[src/rtl/tone_pwm_generator_pkg.sv]
// Shared types and elaboration helpers for the buzzer tone generator.
// Holds the controller state encoding and the clock/duty defaults.
package tone_pkg;

    typedef enum logic [1:0] {
        IDLE,
        DIV_PERIOD,
        DIV_HIGH,
        RUN
    } tone_state_t;

    localparam longint unsigned CLK_HZ_DEF   = 100_000_000;
    localparam longint unsigned DUTY_PCT_DEF = 70;

    function automatic logic [63:0] high_num(
        input logic [63:0] clk_hz,
        input logic [63:0] duty_pct
    );
        return (clk_hz * duty_pct) / 64'd100;
    endfunction

endpackage

[src/rtl/tone_pwm_generator_if.sv]
// Melody sequencer to tone generator link: request side and buzzer side.
// The sequencer is the master, the tone generator is the slave.
interface tone_pwm_generator_if #(
    parameter int FREQ_W = 20
);
    logic              enable;
    logic [FREQ_W-1:0] freq;
    logic              buzzer_out;
    logic              tone_active;

    modport master (
        output enable,
        output freq,
        input  buzzer_out,
        input  tone_active
    );

    modport slave (
        input  enable,
        input  freq,
        output buzzer_out,
        output tone_active
    );
endinterface

[src/rtl/tone_pwm_generator_seq_divider.sv]
// Restoring unsigned divider, one quotient bit per cycle, W cycles per result.
// done pulses for one cycle; start while busy restarts with the new operands.
module seq_divider #(
    parameter int W = 32
) (
    input  logic         clk,
    input  logic         reset,
    input  logic         start,
    input  logic         abort,
    input  logic [W-1:0] dividend,
    input  logic [W-1:0] divisor,
    output logic [W-1:0] quotient,
    output logic         done
);
    localparam int CW = $clog2(W + 1);

    logic [W-1:0]  rem_q, rem_d;
    logic [W-1:0]  quo_q, quo_d;
    logic [W-1:0]  dvs_q, dvs_d;
    logic [CW-1:0] cnt_q, cnt_d;
    logic          busy_q, busy_d;
    logic          done_q, done_d;
    logic [W:0]    shifted;

    always_comb begin
        rem_d   = rem_q;
        quo_d   = quo_q;
        dvs_d   = dvs_q;
        cnt_d   = cnt_q;
        busy_d  = busy_q;
        done_d  = 1'b0;
        shifted = {rem_q, quo_q[W-1]};
        if (abort) begin
            busy_d = 1'b0;
            cnt_d  = '0;
        end else if (start) begin
            rem_d  = '0;
            quo_d  = dividend;
            dvs_d  = divisor;
            cnt_d  = CW'(W);
            busy_d = 1'b1;
        end else if (busy_q) begin
            // Remainder stays below the divisor, so W bits always hold it.
            if (shifted >= {1'b0, dvs_q}) begin
                rem_d = W'(shifted - {1'b0, dvs_q});
                quo_d = {quo_q[W-2:0], 1'b1};
            end else begin
                rem_d = shifted[W-1:0];
                quo_d = {quo_q[W-2:0], 1'b0};
            end
            cnt_d = cnt_q - 1'b1;
            if (cnt_q == CW'(1)) begin
                busy_d = 1'b0;
                done_d = 1'b1;
            end
        end
    end

    always_ff @(posedge clk) begin
        if (!reset) begin
            rem_q  <= '0;
            quo_q  <= '0;
            dvs_q  <= '0;
            cnt_q  <= '0;
            busy_q <= 1'b0;
            done_q <= 1'b0;
        end else begin
            rem_q  <= rem_d;
            quo_q  <= quo_d;
            dvs_q  <= dvs_d;
            cnt_q  <= cnt_d;
            busy_q <= busy_d;
            done_q <= done_d;
        end
    end

    assign quotient = quo_q;
    assign done     = done_q;

endmodule

[src/rtl/tone_pwm_generator.sv]
// Buzzer square-wave generator: Hz to cycle counts via a shared divider,
// with shadow registers so note changes land only on a period boundary.
module tone_pwm_generator
    import tone_pkg::*;
#(
    parameter longint unsigned CLK_HZ   = CLK_HZ_DEF,
    parameter longint unsigned DUTY_PCT = DUTY_PCT_DEF,
    parameter int              FREQ_W   = 20,
    parameter int              CNT_W    = 32
) (
    input logic                 clk,
    input logic                 reset,
    tone_pwm_generator_if.slave io
);
    localparam logic [63:0] HIGH_NUM64 = high_num(CLK_HZ, DUTY_PCT);
    localparam logic [CNT_W-1:0] PER_NUM  = CNT_W'(CLK_HZ);
    localparam logic [CNT_W-1:0] HIGH_NUM = CNT_W'(HIGH_NUM64);

    if ((HIGH_NUM64 >> CNT_W) != 64'd0 || (64'(CLK_HZ) >> CNT_W) != 64'd0) begin : g_num_chk
        $error("tone_pwm_generator: divider numerators do not fit CNT_W");
    end
    if (DUTY_PCT < 1 || DUTY_PCT > 99) begin : g_duty_chk
        $error("tone_pwm_generator: DUTY_PCT outside 1..99");
    end

    tone_state_t       state_q, state_d;
    logic [FREQ_W-1:0] req_freq_q, req_freq_d;
    logic [CNT_W-1:0]  per_act_q, per_act_d;
    logic [CNT_W-1:0]  high_act_q, high_act_d;
    logic [CNT_W-1:0]  per_sh_q, per_sh_d;
    logic [CNT_W-1:0]  high_sh_q, high_sh_d;
    logic [CNT_W-1:0]  per_tmp_q, per_tmp_d;
    logic [CNT_W-1:0]  phase_q, phase_d;
    logic              pending_q, pending_d;
    logic              bg_busy_q, bg_busy_d;
    logic              bg_high_q, bg_high_d;
    logic              buzz_q, buzz_d;
    logic              active_q, active_d;

    logic              div_start, div_abort, div_done;
    logic              div_high_sel, div_from_in;
    logic [CNT_W-1:0]  div_quo, div_dividend, div_divisor;
    logic [CNT_W-1:0]  per_c, high_c, high_next;
    logic              go, new_f, wrap;

    function automatic logic [CNT_W-1:0] clamp_per(input logic [CNT_W-1:0] p);
        return (p < CNT_W'(2)) ? CNT_W'(2) : p;
    endfunction

    function automatic logic [CNT_W-1:0] clamp_high(
        input logic [CNT_W-1:0] h,
        input logic [CNT_W-1:0] p
    );
        logic [CNT_W-1:0] r;
        r = (h == '0) ? CNT_W'(1) : h;
        if (r >= p) r = p - 1'b1;
        return r;
    endfunction

    seq_divider #(.W(CNT_W)) u_div (
        .clk      (clk),
        .reset    (reset),
        .start    (div_start),
        .abort    (div_abort),
        .dividend (div_dividend),
        .divisor  (div_divisor),
        .quotient (div_quo),
        .done     (div_done)
    );

    assign div_dividend = div_high_sel ? HIGH_NUM : PER_NUM;
    assign div_divisor  = CNT_W'(div_from_in ? io.freq : req_freq_q);

    always_comb begin
        state_d      = state_q;
        req_freq_d   = req_freq_q;
        per_act_d    = per_act_q;
        high_act_d   = high_act_q;
        per_sh_d     = per_sh_q;
        high_sh_d    = high_sh_q;
        per_tmp_d    = per_tmp_q;
        phase_d      = phase_q;
        pending_d    = pending_q;
        bg_busy_d    = bg_busy_q;
        bg_high_d    = bg_high_q;
        buzz_d       = buzz_q;
        active_d     = active_q;
        div_start    = 1'b0;
        div_abort    = 1'b0;
        div_high_sel = 1'b0;
        div_from_in  = 1'b0;
        go           = io.enable && (io.freq != '0);
        new_f        = io.freq != req_freq_q;
        per_c        = clamp_per(per_tmp_q);
        high_c       = clamp_high(div_quo, per_c);
        wrap         = phase_q == per_act_q - 1'b1;
        high_next    = high_act_q;

        if (!go) begin
            state_d   = IDLE;
            phase_d   = '0;
            buzz_d    = 1'b0;
            active_d  = 1'b0;
            pending_d = 1'b0;
            bg_busy_d = 1'b0;
            bg_high_d = 1'b0;
            div_abort = 1'b1;
        end else begin
            unique case (state_q)
                IDLE: begin
                    req_freq_d  = io.freq;
                    div_start   = 1'b1;
                    div_from_in = 1'b1;
                    state_d     = DIV_PERIOD;
                end
                DIV_PERIOD: begin
                    if (new_f) begin
                        req_freq_d  = io.freq;
                        div_start   = 1'b1;
                        div_from_in = 1'b1;
                    end else if (div_done) begin
                        per_tmp_d    = div_quo;
                        div_start    = 1'b1;
                        div_high_sel = 1'b1;
                        state_d      = DIV_HIGH;
                    end
                end
                DIV_HIGH: begin
                    if (new_f) begin
                        req_freq_d  = io.freq;
                        div_start   = 1'b1;
                        div_from_in = 1'b1;
                        state_d     = DIV_PERIOD;
                    end else if (div_done) begin
                        per_act_d  = per_c;
                        high_act_d = high_c;
                        phase_d    = '0;
                        buzz_d     = 1'b1;
                        active_d   = 1'b1;
                        state_d    = RUN;
                    end
                end
                RUN: begin
                    phase_d  = wrap ? '0 : phase_q + 1'b1;
                    active_d = 1'b1;
                    if (wrap && pending_q) begin
                        per_act_d  = per_sh_q;
                        high_act_d = high_sh_q;
                        high_next  = high_sh_q;
                        pending_d  = 1'b0;
                    end
                    buzz_d = phase_d < high_next;
                    // A newer note always supersedes any result still in flight.
                    if (new_f) begin
                        req_freq_d  = io.freq;
                        div_start   = 1'b1;
                        div_from_in = 1'b1;
                        bg_busy_d   = 1'b1;
                        bg_high_d   = 1'b0;
                        pending_d   = 1'b0;
                    end else if (bg_busy_q && div_done) begin
                        if (!bg_high_q) begin
                            per_tmp_d    = div_quo;
                            div_start    = 1'b1;
                            div_high_sel = 1'b1;
                            bg_high_d    = 1'b1;
                        end else begin
                            per_sh_d  = per_c;
                            high_sh_d = high_c;
                            pending_d = 1'b1;
                            bg_busy_d = 1'b0;
                            bg_high_d = 1'b0;
                        end
                    end
                end
            endcase
        end
    end

    always_ff @(posedge clk) begin
        if (!reset) begin
            state_q    <= IDLE;
            req_freq_q <= '0;
            per_act_q  <= '0;
            high_act_q <= '0;
            per_sh_q   <= '0;
            high_sh_q  <= '0;
            per_tmp_q  <= '0;
            phase_q    <= '0;
            pending_q  <= 1'b0;
            bg_busy_q  <= 1'b0;
            bg_high_q  <= 1'b0;
            buzz_q     <= 1'b0;
            active_q   <= 1'b0;
        end else begin
            state_q    <= state_d;
            req_freq_q <= req_freq_d;
            per_act_q  <= per_act_d;
            high_act_q <= high_act_d;
            per_sh_q   <= per_sh_d;
            high_sh_q  <= high_sh_d;
            per_tmp_q  <= per_tmp_d;
            phase_q    <= phase_d;
            pending_q  <= pending_d;
            bg_busy_q  <= bg_busy_d;
            bg_high_q  <= bg_high_d;
            buzz_q     <= buzz_d;
            active_q   <= active_d;
        end
    end

    assign io.buzzer_out  = buzz_q;
    assign io.tone_active = active_q;

endmodule
[src/flat_wrapper.sv]
// flat-port wrapper written by rule: the top's interface ports become plain ports
module tone_pwm_generator_flat import tone_pkg::*;
#(
    parameter longint unsigned CLK_HZ   = CLK_HZ_DEF,
    parameter longint unsigned DUTY_PCT = DUTY_PCT_DEF,
    parameter int              FREQ_W   = 20,
    parameter int              CNT_W    = 32
)
  (clk, reset, io_enable, io_freq, io_buzzer_out, io_tone_active);
  tone_pwm_generator_if #(.FREQ_W(FREQ_W)) io_i ();
  input logic clk;
  input logic reset;
  input wire logic [$bits(io_i.enable)-1:0] io_enable;
  input wire logic [$bits(io_i.freq)-1:0] io_freq;
  output wire logic [$bits(io_i.buzzer_out)-1:0] io_buzzer_out;
  output wire logic [$bits(io_i.tone_active)-1:0] io_tone_active;
  assign io_i.enable = io_enable;
  assign io_i.freq = io_freq;
  assign io_buzzer_out = io_i.buzzer_out;
  assign io_tone_active = io_i.tone_active;
  tone_pwm_generator #(.CLK_HZ(CLK_HZ), .DUTY_PCT(DUTY_PCT), .FREQ_W(FREQ_W), .CNT_W(CNT_W)) u_core (.clk(clk), .reset(reset), .io(io_i));
endmodule
[config.mk]
export PLATFORM = sky130hd
export DESIGN_NAME = tone_pwm_generator_flat
export DESIGN_NICKNAME = d
export VERILOG_FILES = /design/src/rtl/tone_pwm_generator_pkg.sv /design/src/rtl/tone_pwm_generator_if.sv /design/src/rtl/tone_pwm_generator_seq_divider.sv /design/src/rtl/tone_pwm_generator.sv /design/src/flat_wrapper.sv
export SDC_FILE = /design/constraint.sdc
export NUM_CORES = 1
export LEC_CHECK = 0
export ABC_AREA = 0
export BUFFER_PORTS_ARGS = -buffer_cell sky130_fd_sc_hd__clkbuf_2
export CORE_MARGIN = 1
export CORE_UTILIZATION = 40
export CTS_CLUSTER_DIAMETER = 40
export DETAILED_ROUTE_END_ITERATION = 6
export PLACE_DENSITY = 0.67
export SLEW_MARGIN = 20
export SYNTH_ARGS = -nofsm -noshare
export SYNTH_HDL_FRONTEND = slang
export SYNTH_SLANG_ARGS = --single-unit
export TNS_END_PERCENT = 1
[constraint.sdc]
create_clock -name clk -period 5.2 [get_ports clk]
set_clock_uncertainty 0.15 [all_clocks]
set_input_delay 0.52 -clock clk [delete_from_list [all_inputs] [get_ports clk]]
set_output_delay 0.52 -clock clk [all_outputs]
set_load 0.01 [all_outputs]
# Word level (Yosys, flattened, before mapping)
# Index checks and enable logic that the tools add are counted.
word_totals:
  in_bits: 23
  memories: 0
  out_inout_bits: 2
  latchBits: 0
  wordCells: 147
  ram_bits: 0
  mem_bits_ro: 0
  reg_bits: 323
classes:
  n_mux: 71
  n_reduce_logical: 27
  order_cmp: 4
  shifts: 0
  bitwise_logic: 4
  multipliers: 0
  n_addsub: 5
  n_eq_ne: 16
  n_div: 0
ops:
  columns: ["operator", "n"]
  rows:
  - ["32-bit 2-to-1 mux", 24]
  - ["32-bit case mux with 2 select lines", 4]
  - ["32-bit by 1-bit subtractor with 32-bit output, second input constant", 2]
  - ["20-bit 2-to-1 mux", 2]
  - ["20-bit case mux with 2 select lines", 1]
  - ["33-bit by 32-bit >= comparator with 1-bit output", 1]
  - ["32-bit by 1-bit adder with 32-bit output, second input constant", 1]
  - ["32-bit equality test", 1]
  - ["32-bit >= comparator", 1]
  - ["32-bit zero test", 1]
  - ["32-bit by 2-bit less-than comparator with 1-bit output, second input constant", 1]
  - ["32-bit less-than comparator", 1]
  - ["32-bit subtractor", 1]
  - ["1-bit 2-to-1 mux", 27]
  - ["25-bit 2-to-1 mux", 1]
  - ["20-bit inequality test", 1]
  - ["20-bit nonzero test", 1]
  - ["6-bit 2-to-1 mux", 2]
  - ["2-bit inequality test, second input constant", 6]
  - ["2-bit AND reduction", 5]
  - ["5-bit AND reduction", 2]
  - ["2-bit nonzero test", 5]
  - ["2-bit 2-to-1 mux", 4]
  - ["1-bit case mux with 2 select lines", 4]
  - ["17 further kinds", 28]

# Depth between registers and ports, before layout
# Gate-level depths: netlist (run 1).
logic_depth:
  word_depth: 8
  mapped_depth: 23
  mapped_depth_nobuf: 20

# Hierarchy
# A second synthesis (run 1) with hierarchy kept.
hier_totals:
  hier_cells: 2656
  area_unflattened_um2: 20783.7
modules_own_cells:
  columns: ["module", "cells_per_inst", "instances", "seq_area_each_um2", "area_each_um2"]
  rows:
  - ["tone_pwm_generator", 1914, 1, 4384.2, 14629.0]
  - ["seq_divider", 742, 1, 2082.0, 6154.7]

# Worst setup path before layout (run 1)
# No wires, ideal clock.
synth_timing:
  path_kind: "register to register"
  start: "register u_core.per_act_q[2]"
  end: "register u_core.buzz_q (netlist: u_core.io.buzzer_out)"
  t_required_ns: 4.936
  setup_ns: 0.114
  period_less_slack_ns: 4.778
  slack_ns: 0.422
  n_path_buf: 2
  path_stages_with_launch: 21
  t_arrival_ns: 4.513
  cell_sequence: "dfxtp_1 nor4_2 nand4_4 or3_1 o31a_1 a211oi_2 nand4_2 nor2_1 buf_2 buf_2 nor2_1 ha_1 nand4_1 nor2_1 nand3_1 nor4_1 a211oi_1 nand4_1 nor3_1 a2bb2oi_1 a21bo_1"
synth_via:
  elab_chain_cells: 8
synth_lines:
  columns: ["item", "line_no", "source"]
  rows:
  - ["from (decl)", "tone_pwm_generator.sv:28", "logic [CNT_W-1:0] per_act_q, per_act_d;"]
  - ["from (signal assigned)", "tone_pwm_generator.sv:198", "per_act_q <= per_act_d;"]
  - ["32-bit by 1-bit subtractor with 32-bit output *", "tone_pwm_generator.sv:96", "wrap = phase_q == per_act_q - 1'b1;"]
  - ["32-bit equality test *", "tone_pwm_generator.sv:96", null]
  - ["1-bit logical AND", "tone_pwm_generator.sv:146", "if (wrap && pending_q) begin"]
  - ["32-bit 2-to-1 mux", "tone_pwm_generator.sv:146", null]
  - ["32-bit 2-to-1 mux", "tone_pwm_generator.sv:109", "unique case (state_q)"]
  - ["32-bit 2-to-1 mux", "tone_pwm_generator.sv:99", "if (!go) begin"]
  - ["32-bit less-than comparator *", "tone_pwm_generator.sv:152", "buzz_d = phase_d < high_next;"]
  - ["1-bit case mux with 2 select lines *", "tone_pwm_generator.sv:109", null]
  - ["to (signal assigned)", "tone_pwm_generator.sv:207", "buzz_q <= buzz_d;"]
  - ["to (decl)", "tone_pwm_generator.sv:37", "logic buzz_q, buzz_d;"]
# Mark *: on every way between the ends. The rest lies on a longest branch, timed or not. The select of a mux whose other input is x is not followed.
# A chain may end at the register's enable or synchronous reset.

# Worst setup path after layout (run 1)
layout_timing:
  start: "register u_core.per_tmp_q[25]"
  end: "register u_core.high_act_q[31]"
layout_via:
  elab_chain_cells: 7
layout_lines:
  columns: ["item", "line_no", "source"]
  rows:
  - ["from (decl)", "tone_pwm_generator.sv:32", "logic [CNT_W-1:0] per_tmp_q, per_tmp_d;"]
  - ["from (signal assigned)", "tone_pwm_generator.sv:202", "per_tmp_q <= per_tmp_d;"]
  - ["32-bit by 2-bit less-than comparator with 1-bit output *", "tone_pwm_generator.sv:47", "return (p < CNT_W'(2)) ? CNT_W'(2) : p;"]
  - ["32-bit 2-to-1 mux *", "tone_pwm_generator.sv:47", null]
  - ["via u_core.per_c[0]", "tone_pwm_generator.sv:43", "logic [CNT_W-1:0] per_c, high_c, high_next;"]
  - ["32-bit by 1-bit subtractor with 32-bit output / 32-bit >= comparator (equally long branches)", "tone_pwm_generator.sv:56", "if (r >= p) r = p - 1'b1;"]
  - ["32-bit 2-to-1 mux *", "tone_pwm_generator.sv:56", null]
  - ["32-bit 2-to-1 mux *", "tone_pwm_generator.sv:134", "end else if (div_done) begin"]
  - ["32-bit 2-to-1 mux *", "tone_pwm_generator.sv:129", "if (new_f) begin"]
  - ["32-bit case mux with 2 select lines *", "tone_pwm_generator.sv:109", null]
  - ["to (signal assigned)", "tone_pwm_generator.sv:199", "high_act_q <= high_act_d;"]
  - ["to (decl)", "tone_pwm_generator.sv:29", "logic [CNT_W-1:0] high_act_q, high_act_d;"]
# The timed path passes the listed nets; every way through them passes the cells marked *. The select of a mux whose other input is x is not followed.

==> results of run 1 <==
[metal layers]
layer	vias up	wire, um	global-route usage
met2	485	25700	0.370
met1	8320	25700	0.313
met5	-	0	0
met4	0	2520	0.106
met3	132	2820	0.0312
li1	8302	-	-
[power breakdown]
group	internal, mW	leakage (nW)	total (mW)	switching [mW]
clock	2.40	0.943	3.78	1.37
sequential	2.42	2.52	2.45	0.0353
combinational	0.164	4.38	0.429	0.266
[final cells by class]
type,instances,area [um^2],share of cell area
Multi-Input combinational cell,1782,11800,0.544
Sequential cell,311,6230,0.288
Clock buffer,59,1410,0.0651
Tap cell,607,759,0.0351
Timing Repair Buffer,89,646,0.0298
Clock inverter,40,527,0.0243
Inverter,78,298,0.0138
[flip-flops by register name (all words and copies together), names as in the netlist]
name,flops
u_core.bg_busy_q,1
u_core.u_div.busy_q,1
u_core.req_freq_q,20
u_core.phase_q,32
u_core.io.tone_active,1
u_core.u_div.quotient,32
u_core.pending_q,1
u_core.u_div.done,1
u_core.per_tmp_q,32
u_core.per_act_q,32
u_core.high_act_q,32
u_core.bg_high_q,1
u_core.u_div.dvs_q,20
u_core.io.buzzer_out,1
u_core.per_sh_q,32
u_core.high_sh_q,32
u_core.state_q,2
u_core.u_div.cnt_q,6
u_core.u_div.rem_q,32
[synthesized netlist by cell type, types with 8 or more instances]
cell,n,area (um^2)
dfxtp_1,311,6230
nor2_1,295,1110
nand2_1,248,931
a21oi_1,188,941
clkbuf_1,161,604
mux2i_1,159,1590
xnor2_1,95,832
ha_1,94,1180
o21ai_0,79,395
inv_1,77,289
nand3_1,51,255
nor3_1,49,245
xor2_1,47,412
nand4_1,35,219
nor4_1,35,219
a211oi_2,30,375
a221oi_1,30,263
a211oi_1,28,210
or3_1,26,163
a21o_1,22,165
a31oi_1,21,131
nor2b_1,19,119
a22oi_1,17,128
o21a_1,17,128
or4_1,15,113
and3_1,14,87.6
and2_1,13,81.3
nand2b_1,10,62.6
a2bb2oi_1,9,78.8
a32o_1,9,90.1
o211ai_1,9,67.6
o31ai_1,9,67.6
buf_2,8,40.0
nor4b_1,8,70.1
o2111ai_1,8,70.1
[cells by family (layout without fill, tap and decap cells)]
kind of cell             Yosys count  in the layout  share of synthesized area
XOR/XNOR                         142            142                     0.0657
buffers and inverters            260            266                     0.0550
AND/OR/NAND/NOR                  858            858                      0.213
flip-flops                       311            311                      0.329
AO/OA/AOI/OAI                    525            525                      0.189
adder cells (fa/ha/maj)           95             95                     0.0631
multiplexers                     162            162                     0.0858
[timing repair]
item | in CTS | in global routing
endpoints found under the setup margin | 0 | 4
resized for setup | 0 | 7
setup buffers | 0 | 1
[final timing paths]
check	from	to	slack, ps	cells after the start
worst max-delay path	u_core.per_tmp_q[25]	u_core.high_act_q[31]	240	16
worst max register to register	u_core.per_tmp_q[25]	u_core.high_act_q[31]	240	16
worst min-delay path	io_freq[11]	u_core.req_freq_q[11]	100	3
worst min register to register	u_core.per_sh_q[3]	u_core.per_sh_q[3]	300	2
[worst max-delay path, cell delays in order, from the launching register on]
cell       delay [ps]
dfxtp_1           370
or4_1             640
nor4_1            340
and4_1            390
nand2b_1          220
inv_1             110
ha_1              300
nor2b_1           110
o21ai_0           110
a31oi_1           180
o2111ai_1         250
a31oi_4           270
buf_4             430
mux2i_1           500
nor2_1             70
a221oi_1          230
a21oi_1           110
==> results.cfg, run 1 <==
[critical_path]
critPathLaunchType = flip-flop
cp_max_fo = 25
crit_required_ps = 5480
critPathKind = flip-flop to flip-flop
cp.arrival_ps = 5240
crit_path_end_kind = flip-flop

[timing]
setup_ws_ps = 240
fmax_mhz = 202
max_slew_margin = 0.279
fin_setup_tns_ps = 0
finalHoldViolCount = 0
hold_slack_ps = 105
min_period_over_period = 0.954
drv_slew = 0
setup_violations = 0
fin_crit_ps = 4960
grt_setup_unrepaired = yes
tightest_slew_ps = 1080

[finish]
final_common_cell = dfxtp_1
utilization = 0.464
fillers = 4505
diodes = 0
drive_gt1_frac = 0.112
design_area_um2 = 21600
final_cells = 2966
nets = 2433
layout_common_cells = dfxtp_1 (311), nor2_1 (293), nand2_1 (248)
synthToLayoutAreaGrowth_pct = 14.3

[global_route]
antenna_found_initial = 0
grt_use_total = 0.233
grt_pass1_vias = 16000
grt_start_max_net_pins = 205
grt_pass1_wl_um = 88900
grt_overflow = 0

[power_and_ir_drop]
power_mw = 6.66
leakage_nw = 7.84
p_per_area_nw_per_um2 = 308
peakVddDrop_mv = 0.234

[outcome]
violations = design-rule violations
status = finished, violations left

[yosys]
synth_area_um2 = 18900
synth_seq_cells = 311
synthCells = 2353
syn_area_per_cell_um2 = 8.05
synth_flop_cell = dfxtp_1
yosys_warnings = 0
seq_area_frac_synth = 0.329
synth_edf_count = 0
synth_fp_nets = 2471
synth_cell_types = 81
async_flop_share = 0

[clock_tree]
clock-sinks = 311
cts_hold_buf = 0
htreeDepth = 2
clock_latency_ps = 590
clkTransAtPathRegs_ps = 60
numCtsBuffers = 53
cts_tree = done
cts_buffer_depth = 3
ctsRootBufferMaster = clkbuf_16

[drt]
wl_per_cell_um = 19.1
drtIter0Drc = 1509
viasPerCell = 5.81
ant_nets = 0
drc = 3
firstDrtPassIters = 7
via_count = 17200
routed_wirelength_um = 56800

[floorplanning]
core-area_um2 = 46700
ios = 25
start_util = 0.406
dieArea_um2 = 48200
die_y_um = 220
rows = 79
dieWidth_um = 220

[flow_run]
maxCapViolations = 0

[placement]
dp_cells = 2866
postPlaceCellArea_um2 = 19700
post-place-ws_ps = 215
gp_congestion = 0.917
port_buffers = 24
place_hpwl_um = 41300

[worst_hold_path]
min_path_type = input port to flip-flop
Power figures use the tool's default switching activity.
==> run 2: changes to the inputs <==
--- a/config.mk
+++ b/config.mk
@@ -11,7 +11,7 @@
 export CORE_UTILIZATION = 40
 export CTS_CLUSTER_DIAMETER = 40
 export DETAILED_ROUTE_END_ITERATION = 6
-export PLACE_DENSITY = 0.67
+export PLACE_DENSITY_LB_ADDON = 0.25
 export SLEW_MARGIN = 20
 export SYNTH_ARGS = -nofsm -noshare
 export SYNTH_HDL_FRONTEND = slang
==> run 2 against run 1 <==
Compared with the run above: the run still ends with design-rule violations left; sequential share of layout area down 0.29 points; clock power is 5.3% higher; final area rose by 1.0%; non-clock buffer count grew 6; sequential power about the same; highest routed layer unchanged; largest power group unchanged; die area did not move; total power increased by 3.0%; global-route usage rose by 0.65 points; wire length grew 3.1%; critical path type unchanged.
==> results.cfg, run 2 (same netlist as run 1, synthesis figures left out) <==
[outcome]
status = finished, violations left
violations = design-rule violations

[clock_tree]
clock_latency_ps = 620
htreeDepth = 2
clock-sinks = 311
numCtsBuffers = 58
cts_tree = done
cts_buffer_depth = 3
cts_hold_buf = 0
clkTransAtPathRegs_ps = 60
ctsRootBufferMaster = clkbuf_16

[floorplanning]
start_util = 0.406
die_y_um = 220
dieWidth_um = 220
core-area_um2 = 46700
dieArea_um2 = 48200
rows = 79
ios = 25

[finish]
nets = 2444
layout_common_cells = dfxtp_1 (311), nor2_1 (293), nand2_1 (248)
drive_gt1_frac = 0.119
synthToLayoutAreaGrowth_pct = 15.4
fillers = 4498
diodes = 0
final_common_cell = dfxtp_1
utilization = 0.469

[global_route]
grt_overflow = 0
use_met1 = 0.331
grt_use_total = 0.240
grt.met2_usage = 0.377
use_met3 = 0.0378
top_usage_layer = met2
grt_start_max_net_pins = 167
antenna_found_initial = 0
grt_pass1_vias = 15800
grt_pass1_wl_um = 90300

[timing]
fmax_mhz = 205
finalHoldViolCount = 0
drv_slew = 0
setup_violations = 0
fin_crit_ps = 4880
min_period_over_period = 0.938
max_slew_margin = 0.284
tightest_slew_ps = 1070

[critical_path]
cp.arrival_ps = 5180
cp_max_fo = 34
critPathKind = flip-flop to flip-flop
crit_required_ps = 5500
critPathLaunchType = flip-flop
crit_path_end_kind = flip-flop

[drt]
wl_per_cell_um = 19.6
via_count = 17000
drc = 2
ant_nets = 0
firstDrtPassIters = 7
viasPerCell = 5.70
routed_wirelength_um = 58500
drtIter0Drc = 1339

[worst_hold_path]
min_path_type = input port to flip-flop

[placement]
gp_congestion = 0.960
port_buffers = 24
place_hpwl_um = 41900

[power_and_ir_drop]
peakVddDrop_mv = 0.245
leakage_nw = 7.94
power_mw = 6.86
p_per_area_nw_per_um2 = 314

[flow_run]
maxCapViolations = 0
-- run 2: routing by layer --
layer	vias up	wire, um	part of all wire
met1	8162	27800	0.47
met5	-	0	0
met2	406	26200	0.45
met4	0	1700	0.029
met3	85	2930	0.050
li1	8339	-	-
-- run 2: path summary, 6_finish.rpt --
path / from / to / slack, ps / cells past startpoint
worst max-delay path: u_core.per_tmp_q[19] / u_core.high_act_q[31] / 320 / 17
worst max register to register: u_core.per_tmp_q[19] / u_core.high_act_q[31] / 320 / 17
worst min-delay path: io_freq[17] / u_core.req_freq_q[17] / 70 / 3
worst min register to register: u_core.per_sh_q[14] / u_core.per_sh_q[14] / 300 / 2
-- run 2: report_power, final --
| part | switching, mW | internal [mW] |
|---|---|---|
| combinational | 0.268 | 0.162 |
| sequential | 0.0365 | 2.42 |
| clock | 1.48 | 2.50 |
| total | 1.78 | 5.08 |
-- run 2: area by class of cell --
class / count / area [um^2] / share of cell area
clock inverters: 45 / 523 / 0.0239
multi-input cells: 1782 / 11800 / 0.539
flip-flops and latches: 311 / 6230 / 0.285
well taps: 607 / 759 / 0.0347
clock buffers: 64 / 1550 / 0.0707
repair buffers: 95 / 723 / 0.0331
inverters: 78 / 298 / 0.0136
-- run 2: stage by stage --
stage               instances  area (um^2)  TNS, ps  hold WS [ps]  setup slack (ps)
floorplan                2353        18900        0           282               422
global placement         2864        19700        0           287               123
detailed placement       2864        19700    -14.7           293             -14.7
CTS                      2974        21700        0          47.6              81.4
global route             2982        21900    -26.2          70.9             -26.2
finish                   2982        21900        0          69.9               323
-- run 2: worst max-delay path: stages (launching register included) --
cell and delay [ps]:
dfxtp_1 370, or4_1 600, nor3_1 270, buf_4 210, and4_1 290, nand2b_1 200
inv_1 110, ha_1 300, nor2b_1 100, o21ai_0 90, a31oi_1 170, o2111ai_1 240
a31oi_4 270, buf_12 270, mux2i_1 610, nor2_1 90, a221oi_1 260, a21oi_1 110
-- run 2: what timing repair did --
item,4_1_cts,5_1_grt
setup buffers,1,8
pin swaps,1,1
setup endpoints to repair,1,1
resized for setup,0,12
